[config.mk]
export PLATFORM = sky130hd
export DESIGN_NAME = mem_bus_arbiter
export DESIGN_NICKNAME = d
export VERILOG_FILES = /design/src/rtl/mem_bus_arbiter.sv
export SDC_FILE = /design/constraint.sdc
export NUM_CORES = 1
export LEC_CHECK = 0
export CORE_UTILIZATION = 39
export DETAILED_ROUTE_END_ITERATION = 10
export MAX_ROUTING_LAYER = met4
export PLACE_DENSITY = 0.88
export REMOVE_ABC_BUFFERS = 1
export SLEW_MARGIN = 20
export SYNTH_ARGS = -nofsm -noshare
export SYNTH_HDL_FRONTEND = slang
export SYNTH_SLANG_ARGS = --single-unit
[constraint.sdc]
create_clock -name clk -period 5.4 [get_ports clk]
set_input_delay 1.08 -clock clk [delete_from_list [all_inputs] [get_ports clk]]
set_output_delay 1.08 -clock clk [all_outputs]
set_load 0.005 [all_outputs]
[src/rtl/mem_bus_arbiter.sv]
// Arbitrates fetch and load/store requesters onto one Avalon master port.
// It runs one non-pipelined transaction at a time and returns a registered done pulse.
module mem_bus_arbiter #(
   parameter int unsigned TIMEOUT = 255
) (
   input  logic        clk,
   input  logic        reset,
   input  logic        if_req,
   input  logic [31:0] if_addr,
   output logic [31:0] if_rdata,
   output logic        if_done,
   input  logic        d_read,
   input  logic        d_write,
   input  logic [31:0] d_addr,
   input  logic [31:0] d_wdata,
   input  logic [3:0]  d_byteen,
   output logic [31:0] d_rdata,
   output logic        d_done,
   output logic        bus_err,
   output logic [31:0] address,
   output logic        read,
   output logic        write,
   output logic [31:0] writedata,
   output logic [3:0]  byteenable,
   input  logic [31:0] readdata,
   input  logic        waitrequest
);

   typedef enum logic [1:0] {IDLE, BUS, RESP} state_t;

   localparam logic [16:0] TO_LIM = 17'(TIMEOUT);

   state_t      state_q, state_d;
   logic        owner_q, owner_d;   // 1: data requester owns the bus
   logic [15:0] cnt_q, cnt_d;
   logic [31:0] addr_q, addr_d, wdata_q, wdata_d;
   logic [31:0] if_rdata_q, if_rdata_d, d_rdata_q, d_rdata_d;
   logic        read_q, read_d, write_q, write_d;
   logic [3:0]  be_q, be_d;
   logic        if_done_q, if_done_d, d_done_q, d_done_d, err_q, err_d;
   logic        timeout_hit;

   // Abort fires on the edge that completes the TIMEOUT-th stalled cycle.
   assign timeout_hit = (TIMEOUT != 0) && waitrequest && (({1'b0, cnt_q} + 17'd1) >= TO_LIM);

   always_comb begin
      state_d    = state_q;
      owner_d    = owner_q;
      cnt_d      = cnt_q;
      addr_d     = addr_q;
      wdata_d    = wdata_q;
      read_d     = read_q;
      write_d    = write_q;
      be_d       = be_q;
      if_rdata_d = if_rdata_q;
      d_rdata_d  = d_rdata_q;
      if_done_d  = 1'b0;
      d_done_d   = 1'b0;
      err_d      = 1'b0;
      unique case (state_q)
         IDLE: begin
            // Data first: it belongs to the older instruction in flight.
            if (d_read || d_write) begin
               addr_d  = d_addr;
               read_d  = d_read;
               write_d = ~d_read & d_write;
               be_d    = d_byteen;
               owner_d = 1'b1;
               if (!d_read) wdata_d = d_wdata;
               state_d = BUS;
            end else if (if_req) begin
               addr_d  = if_addr & 32'hFFFF_FFFC;
               read_d  = 1'b1;
               write_d = 1'b0;
               be_d    = 4'hF;
               owner_d = 1'b0;
               state_d = BUS;
            end
         end
         BUS: begin
            if (waitrequest) cnt_d = (cnt_q == 16'hFFFF) ? cnt_q : cnt_q + 16'd1;
            if (!waitrequest || timeout_hit) begin
               if (!waitrequest && read_q) begin
                  if (owner_q) d_rdata_d  = readdata;
                  else         if_rdata_d = readdata;
               end
               read_d    = 1'b0;
               write_d   = 1'b0;
               if_done_d = ~owner_q;
               d_done_d  = owner_q;
               err_d     = waitrequest;
               state_d   = RESP;
            end
         end
         RESP: begin
            cnt_d   = '0;
            state_d = IDLE;
         end
         default: state_d = IDLE;
      endcase
   end

   always_ff @(posedge clk or posedge reset) begin
      if (reset) begin
         state_q    <= IDLE;
         owner_q    <= 1'b0;
         cnt_q      <= '0;
         addr_q     <= '0;
         wdata_q    <= '0;
         read_q     <= 1'b0;
         write_q    <= 1'b0;
         be_q       <= '0;
         if_rdata_q <= '0;
         d_rdata_q  <= '0;
         if_done_q  <= 1'b0;
         d_done_q   <= 1'b0;
         err_q      <= 1'b0;
      end else begin
         state_q    <= state_d;
         owner_q    <= owner_d;
         cnt_q      <= cnt_d;
         addr_q     <= addr_d;
         wdata_q    <= wdata_d;
         read_q     <= read_d;
         write_q    <= write_d;
         be_q       <= be_d;
         if_rdata_q <= if_rdata_d;
         d_rdata_q  <= d_rdata_d;
         if_done_q  <= if_done_d;
         d_done_q   <= d_done_d;
         err_q      <= err_d;
      end
   end

   assign address    = addr_q;
   assign read       = read_q;
   assign write      = write_q;
   assign writedata  = wdata_q;
   assign byteenable = be_q;
   assign if_rdata   = if_rdata_q;
   assign d_rdata    = d_rdata_q;
   assign if_done    = if_done_q;
   assign d_done     = d_done_q;
   assign bus_err    = err_q;

endmodule

==> results of run 1 <==
## placed cells by master (no fill, tap or decap), drive strengths merged, types with 2 or more instances in the layout
master,count
nor3,4
nand2,42
nand4,6
or3,3
o41ai,2
nand3,11
nor4b,2
o22a,4
and3,3
mux2i,32
nor2b,3
and4b,2
o22ai,2
and2,2
nand2b,7
clkbuf,17
o21ai,56
mux2,96
xnor2,2
a22o,2
o31ai,5
buf,8
a31oi,5
o211ai,2
clkinvlp,4
ha,2
nor4,2
inv,13
a21oi,4
xor2,3
nor2,18
dfrtp,156
clkdlybuf4s50,272
## sequential cells by signal, indices dropped and copies added (netlist names)
signal      cells
bus_err         1
read            1
cnt_q          16
writedata      32
d_done          1
byteenable      4
state_q         2
owner_q         1
d_rdata        32
address        32
if_done         1
if_rdata       32
write           1
## through the flow
stage                     hold WS (ns)  utilization [%]  power (mW)
after CTS                        0.485             61.3        5.38
final                            0.475             61.5        5.32
after detailed placement         0.470             57.7        4.16
after global placement           0.460             57.7        4.07
after floorplan                  0.473                -        2.78
after global routing             0.505             61.5        5.63
## logic make-up after synthesis
family	count (synthesis)
DFF	156
muxes	128
and+or+nand+nor	109
AOI/OAI and AO/OA	87
buffers and inverters	35
xor gates and xnor gates	5
adders and majority gates	2
## worst max-delay path by stage
stage	slack, ns	end	start
after floorplan	0.11	address[0]	reset
final	2.29	cnt_q[6]	cnt_q[0]
after global routing	1.98	cnt_q[5]	cnt_q[0]
after global placement	2.20	cnt_q[15]	waitrequest
after detailed placement	2.14	cnt_q[9]	waitrequest
after CTS	2.29	if_done	cnt_q[0]
## layer usage
layer / vias up / wire (um) / GRT usage [%]
li1: 2417 / - / -
met1: 2386 / 6920 / 24.1
met2: 200 / 8560 / 35.2
met3: 22 / 1060 / 4.65
met4: 0 / 297 / 6.59
met5: - / 0 / -
## area by class of cell
| cell class | instances | area [um2] | share of cell area [%] |
|---|---|---|---|
| flip-flops and latches | 156 | 3900 | 38.3 |
| repair buffers | 280 | 2800 | 27.5 |
| multi-input cells | 331 | 2600 | 25.5 |
| clock buffers | 17 | 425 | 4.17 |
| well taps | 220 | 275 | 2.70 |
| clock inverters | 15 | 173 | 1.69 |
| inverters | 4 | 20.0 | 0.196 |
## power by group
part / total [mW] / switching [mW] / internal (mW) / leakage, nW
combinational: 2.12 / 0.731 / 1.38 / 2.01
sequential: 2.00 / 0.300 / 1.70 / 1.91
clock: 1.21 / 0.545 / 0.663 / 0.283
total: 5.32 / 1.58 / 3.74 / 4.20
## worst min-delay path: cells and delay by family, from the launching register on
family / cells / cell delay, ns
AOI/OAI and AO/OA: 1 / 0.06
DFF: 1 / 0.34
and+or+nand+nor: 1 / 0.04
==> metrics, run 1 <==
post-synthesis compound-gate area fraction=7.94%; H-tree Lvls=4; hold path endpoint=address[24]; Yosys top cell area share=59.1%; Crit path depth=7; fin worst setup slack=2.29 ns; CP max stage cell=o311ai_2; top_reg_cell synth=dfrtp_1; clock sinks=156; GP Congestion=0.856; first-pass GRT wire length=27200 um; routed vias/inst=4.91; largest net degree at the start of global routing=77; Hold Path Class=reg2reg; clk slew on worst S/H paths=0.07 ns; ys async rst share=100%; CP max FO=14; DRC Markers=0; GR Overflow Total=0; Max-slew headroom=39.9%; post-synthesis mux area share=21.2%; Placement Setup Slack=2.14 ns; initial antenna violation count=0; fin crit period=3.11 ns; CP endpoint kind=flip-flop; status=finished, final reports clean; # setup viols final=0; 1st-pass router iterations=4; Syn. warnings=0; die width=132 um; worst-path cell chain=ha_1 > nand3_1 > o311ai_2 > buf_4 > and2_1 > o21ai_0 > o41ai_1; number of synthesized flops with an enable pin=0; Peak Freq=322 MHz; vias=5025; DP Wirelength=12100 um; Synth area leaders=dfrtp_1 59%, mux2_2 16%, mux2i_1 4.9%; fin cells=1023; adder-cell share of the synthesized area=0.379%; Critical Path RT=5.71 ns; Antenna Cells=0; VDD IR max=0.254 mV; Initial DRC Count=293; CORE AREA=0.0166 mm2; commonest cells in the netlist=156 x dfrtp_1, 96 x mux2_2, 54 x o21ai_0; I/O Pins=275; PortBufs=272; placed cell count=990; sequential area share after synthesis=59.1%; Max-Cap Viols=0; Crit Reg-Reg Startpoint=cnt_q[0]; main combinational cell family by area after synthesis=multiplexers; setup TNS=0 ns; insertion delay to the later sink of the worst-skew pair=0.43 ns; chip height=132 um; Max clock buf depth=2; design area=0.0102 mm2; Final period util=57.5%; CTS resizes=0; post-synthesis instance total=522; Area growth syn-to-layout=54.4%; most common cell in the synthesized netlist=dfrtp_1; Hold Startpoint=address[24]; vias in the first global route=5198; final slew viol count=0; Clk Tree Root Cell=clkbuf_16; synth unique cells=46; placed inst area=0.00957 mm2; register-to-register path setup slack=2.29 ns; die area=0.0175 mm2; initial core utilization=39.8%; worst-case reg-to-reg path depth=7; xor and xnor area share after synthesis=0.663%; Top delay family on crit path=compound AO/OA/AOI/OAI gates; Worst path max stage delay=0.86 ns; critical path class=reg2reg; CTS tree=built; Final Routed Wirelength=16800 um; layout cells sized above 1=18.3%; Critical Path AT=3.42 ns; Syn Area/Cell=12.6 um2; Layout Skew=0.0127 ns; Post-CTS Repair Setup Buffers=0; r2r endpoint=cnt_q[6]; register bit count reported by yosys=156; hold depth=2; Hold Fails Final Rpt=0; row cnt=47; Pleak=4.20 nW; Antenna Nets Post-Route=0; CP Launch Type=flip-flop; Worst Path Buf+Inv=1; simple-gate share of the synthesized area=8.55%; CTS Buf Count=17; Yosys top cell by area=dfrtp_1; RSZ-0062 raised after global routing=no; Power Dens Cells=522 mW/mm2; wire length per cell=16.5 um; fill count=1277; cts hold-fix bufs=0; Syn Std Cell Area=0.00660 mm2; Slew @ Worst Pin=0.901 ns; gr usage total=20.6%; final net count=930
Note: power is estimated with default switching activity, not from simulation.
==> run 2: changes to the inputs <==
- CORE_UTILIZATION: 39 -> 43
- PLACE_DENSITY: 0.88 -> 0.92
- clock period: 5.4 -> 3 ns (I/O delays scaled with it)
==> run 2 against run 1 <==
  * Total power up 77%
  * Non-clock buffer count rose by 4
  * Cell area fell by 0.64%
  * Die area is 9.2% lower
  * Routed wire length increased by 4.2%
  * Final cell count decreased by 3.1%
  * Hold slack better by 0.0022 ns
  * Register-to-register slack worse by 2.0 ns
==> metrics, run 2 (synthesis results as in run 1) <==
CP endpoint kind=flip-flop; 1st-pass router iterations=4 (unchanged); Hold Path Class=reg2reg; Pleak=4.21 nW (about the same); Hold Fails Final Rpt=0 (unchanged); initial antenna violation count=0 (unchanged); Antenna Nets Post-Route=0 (unchanged); Antenna Cells=0 (unchanged); final core utilization=68.7% (+7.2 points); GR Overflow Total=0 (unchanged); die area=0.0159 mm2 (-9.2%); routed vias/inst=5.21 (+6.0%); GP Congestion=0.849 (-0.85%); Hold Startpoint=address[8]; DRC Markers=0 (unchanged); Post-CTS Repair Setup Buffers=0 (unchanged); Power Dens Cells=932 mW/mm2 (+79%); Psw=2.78 mW (+76%); clk slew on worst S/H paths=0.06 ns (about the same); r2r endpoint=d_done; H-tree Lvls=4 (unchanged); vias=5160 (+2.7%); PortBufs=272 (unchanged); CP Launch Type=flip-flop; worst-case reg-to-reg path depth=8 (+1); largest net degree at the start of global routing=68 (-12%); row cnt=44 (-6.4%); Max-Cap Viols=0 (unchanged); first-pass GRT wire length=27700 um (+1.8%); Layout Skew=0.0131 ns (+0.000350 ns); Max clock buf depth=2 (unchanged); Clock power frac=20.7% (-2.0 points); CP max FO=8 (-6); combinational share of power=40.9% (+1.1 points); layout cells sized above 1=18.6% (+0.28 points); Crit Reg-Reg Startpoint=cnt_q[0]; final net count=934 (+0.43%); # setup viols final=0 (unchanged); die width=126 um (-4.7%); insertion delay to the later sink of the worst-skew pair=0.42 ns (about the same); setup TNS=0 ns (unchanged); fin crit period=2.71 ns (-0.398 ns); gr usage total=23.4% (+2.8 points); Slew @ Worst Pin=0.662 ns (-0.239 ns); Critical Path AT=3.00 ns (-0.42 ns); hold path endpoint=address[8]; fin worst setup slack=0.292 ns (-2.00 ns); Final period util=90.3% (+33 points); VDD IR max=0.406 mV (+60%); final slew viol count=0 (unchanged); Clk Tree Root Cell=clkbuf_16; wire length per cell=17.7 um (+7.5%); hold depth=2 (unchanged); Peak Freq=369 MHz (+15%); I/O Pins=275 (unchanged); Area growth syn-to-layout=53.4%; chip height=126 um (-4.7%); Initial DRC Count=274 (-6.5%); commonest non-fill, non-tap cell in the layout=clkdlybuf4s50_1; sw frac=29.4% (-0.23 points); initial core utilization=44.8% (+4.9 points); critical path class=reg2reg; CTS tree=built; clock sinks=156 (unchanged); most frequent cells in the layout=272 x clkdlybuf4s50_1, 156 x dfrtp_1, 96 x mux2_2; Placement Setup Slack=0.385 ns (-1.76 ns); Sequential Power Share=38.4% (+0.9 points); CTS resizes=0 (unchanged); internal power=6.67 mW (+78%); Max-slew headroom=55.4% (+16 points); RSZ-0062 raised after global routing=no; Final Routed Wirelength=17500 um (+4.2%); DP Wirelength=12900 um (+6.6%); status=finished, final reports clean; final hold slack=0.478 ns (+0.00223 ns); cts hold-fix bufs=0 (unchanged); vias in the first global route=5221 (+0.44%); CTS Buf Count=17 (unchanged); CORE AREA=0.0148 mm2 (-11%); register-to-register path setup slack=0.29 ns (-2.00 ns); Critical Path RT=3.29 ns (-2.42 ns)
run 2: changes by cell type in the layout (fill, tap and decap cells not counted), moves of 2 or more:
cell,change
clkinvlp_4,-2
inv_8,-7
clkinv_4,+3
clkbuf_8,+2
clkinv_2,+4
buf_4,+3
buf_12,+2
run 2: how the worst max path moves through the flow:
| stage | start | end | slack (ns) | cells after the start |
|---|---|---|---|---|
| floorplan | reset | address[0] | -1.81 | 1 |
| global placement | cnt_q[0] | if_done | 0.49 | 8 |
| detailed placement | cnt_q[0] | d_done | 0.38 | 8 |
| CTS | cnt_q[0] | d_done | 0.32 | 8 |
| global route | cnt_q[0] | if_done | 0.1 | 8 |
| finish | cnt_q[0] | d_done | 0.29 | 8 |
run 2: critical path, cell delays in order (launching register included):
cell and delay (ns):
dfrtp_1 0.45, ha_1 0.33, nand3_1 0.14, nor4bb_1 0.60, xor2_1 0.13, a2111oi_0 0.36
buf_4 0.21, and4_1 0.28, nor2_1 0.08
run 2: power groups by stage:
stage	Combinational, mW	Clock, mW	Sequential, mW
after CTS	3.91	2.00	3.63
after floorplan	1.35	0	3.66
after global routing	4.12	2.10	3.75
after detailed placement	3.88	0	3.65
after global placement	3.76	0	3.56
final	3.86	1.96	3.62
run 2: final cells by class:
cell class,count,area [um2]
Tap cell,184,230
Timing Repair Buffer,284,2840
Clock inverter,12,87.6
Multi-Input combinational cell,331,2590
Clock buffer,20,457
Inverter,4,20.0
Fill cell,1045,4620
Sequential cell,156,3900
run 2: routing by layer:
metal	GRT usage (%)	vias up	routed length [um]
met5	-	-	0
met4	7.87	0	381
li1	-	2420	-
met1	25.4	2512	6780
met2	41.8	200	9340
met3	5.78	28	1030
run 2: stage by stage:
stage                     power [mW]  cells  area, um2
final                           9.44    991      10100
after detailed placement        7.53    959       9590
after floorplan                 5.00    491       6480
after global routing            9.98    991      10100
after global placement          7.32    959       9590
after CTS                       9.54    991      10100
==> run 3: changes to the inputs <==
- MAX_ROUTING_LAYER: met4 -> default
==> run 3 against run 2 <==
  * Largest cell class unchanged
  * First-iteration DRC count decreased by 5.5%
  * Fmax increased by 0.92%
  * Routed wire length fell by 0.43%
  * Hold slack about the same
  * Clock-buffer cell count unchanged
  * Utilization did not move
  * Clock power barely moved
==> metrics, run 3 (synthesis results as in run 1) <==
VDD IR max=0.397 mV (-2.2%); Clk Tree Root Cell=clkbuf_16; Post-CTS Repair Setup Buffers=0 (unchanged); Crit Reg-Reg Startpoint=cnt_q[0]; PortBufs=272 (unchanged); 1st-pass router iterations=4 (unchanged); Critical Path RT=3.28 ns (about the same); die width=126 um (unchanged); Hold Path Class=reg2reg; H-tree Lvls=4 (unchanged); hold depth=2 (unchanged); placed inst area=0.00959 mm2 (unchanged); Hold Fails Final Rpt=0 (unchanged); Sequential Area=0.00390 mm2 (unchanged); Peak Freq=373 MHz (+0.92%); DP Wirelength=12900 um (unchanged); clock sinks=156 (unchanged); wire length per cell=17.6 um (-0.43%); clk slew on worst S/H paths=0.06 ns (about the same); GP Congestion=0.836 (-1.5%); footprint of the multi-input gates=0.00259 mm2 (unchanged); CORE AREA=0.0148 mm2 (unchanged); largest net degree at the start of global routing=68 (unchanged); Antenna Nets Post-Route=0 (unchanged); Pleak=4.21 nW (unchanged); Initial DRC Count=259 (-5.5%); DRC Markers=0 (unchanged); layout cells sized above 1=18.6% (unchanged); first-pass GRT wire length=27700 um (-0.10%); CTS Buf Count=17 (unchanged); initial antenna violation count=0 (unchanged); Final period util=89.4% (-0.82 points); Hold Startpoint=address[8]; Antenna Cells=0 (unchanged); gr usage total=22.7% (-0.70 points); status=finished, final reports clean; setup TNS=0 ns (unchanged); Final Routed Wirelength=17500 um (-0.43%); cts hold-fix bufs=0 (unchanged); Max-Cap Viols=0 (unchanged); chip height=126 um (unchanged); initial core utilization=44.8% (unchanged); vias=5153 (-0.14%); Max clock buf depth=2 (unchanged); fill count=1045 (unchanged); die area=0.0159 mm2 (unchanged); I/O Pins=275 (unchanged); Max-slew headroom=55.2% (-0.20 points); row cnt=44 (unchanged); Layout Skew=0.0139 ns (+0.000805 ns); critical path class=reg2reg; RSZ-0062 raised after global routing=no; r2r endpoint=if_done; CP Launch Type=flip-flop; routed vias/inst=5.20 (-0.14%); design area=0.0101 mm2 (unchanged); fin crit period=2.68 ns (-0.0246 ns); Slew @ Worst Pin=0.665 ns (+0.00294 ns); Area growth syn-to-layout=53.4% (unchanged); final net count=934 (unchanged); CP endpoint kind=flip-flop; GR Overflow Total=0 (unchanged); final slew viol count=0 (unchanged); insertion delay to the later sink of the worst-skew pair=0.41 ns (about the same); vias in the first global route=5227 (+0.11%); most frequent cells in the layout=272 x clkdlybuf4s50_1, 156 x dfrtp_1, 96 x mux2_2; worst-case reg-to-reg path depth=8 (unchanged); register-to-register path setup slack=0.32 ns (+0.02 ns); Critical Path AT=2.96 ns (-0.04 ns); CP max FO=8 (unchanged); CTS tree=built; CTS resizes=0 (unchanged); # setup viols final=0 (unchanged); Power Dens Cells=931 mW/mm2 (-0.16%); hold path endpoint=address[8]; commonest non-fill, non-tap cell in the layout=clkdlybuf4s50_1
-- run 3: layer usage --
layer  wire (um)  global-route usage [%]
met1        6670                    25.1
met2        9340                    42.0
met3        1130                    5.99
met4         331                    7.87
met5           0                       0
-- run 3: cell type report --
class | count | share of cell area [%]
timing repair buffer | 284 | 28.0
tap | 184 | 2.27
clock inverter | 12 | 0.865
inverter | 4 | 0.198
multi-input combinational | 331 | 25.6
clock buffer | 20 | 4.51
sequential | 156 | 38.5
-- run 3: power by group --
group          total [mW]  switching (mW)  internal [mW]  leakage [nW]
logic                3.86            1.36           2.50          2.03
registers            3.62           0.561           3.06          1.91
clock network        1.95           0.842           1.11         0.267
total                9.43            2.76           6.67          4.21
-- run 3: per-stage QoR --
stage	hold slack [ns]	power (mW)	util [%]	instances	setup slack, ns
2_1_floorplan	0.473	5.00	-	491	-1.81
3_3_place_gp	0.461	7.32	65.0	959	0.492
3_5_place_dp	0.469	7.53	65.0	959	0.385
4_1_cts	0.483	9.54	68.7	991	0.324
5_1_grt	0.499	9.98	68.7	991	0.0981
6_report	0.477	9.43	68.7	991	0.317
-- run 3: worst max-delay path by stage --
| stage | from | to | slack, ns | cells past startpoint |
|---|---|---|---|---|
| 2_1_floorplan | reset | address[0] | -1.81 | 1 |
| 5_1_grt | cnt_q[0] | if_done | 0.1 | 8 |
| 3_3_place_gp | cnt_q[0] | if_done | 0.49 | 8 |
| 3_5_place_dp | cnt_q[0] | d_done | 0.38 | 8 |
| 4_1_cts | cnt_q[0] | d_done | 0.32 | 8 |
| 6_report | cnt_q[0] | if_done | 0.32 | 8 |
-- run 3: worst max-delay path, cell delays in order, from the launching register on --
cell and delay (ns):
dfrtp_1 0.45, ha_1 0.33, nand3_1 0.14, nor4bb_1 0.59, xor2_1 0.13, a2111oi_0 0.36, buf_4 0.21, and4_1 0.28
nor3_1 0.07
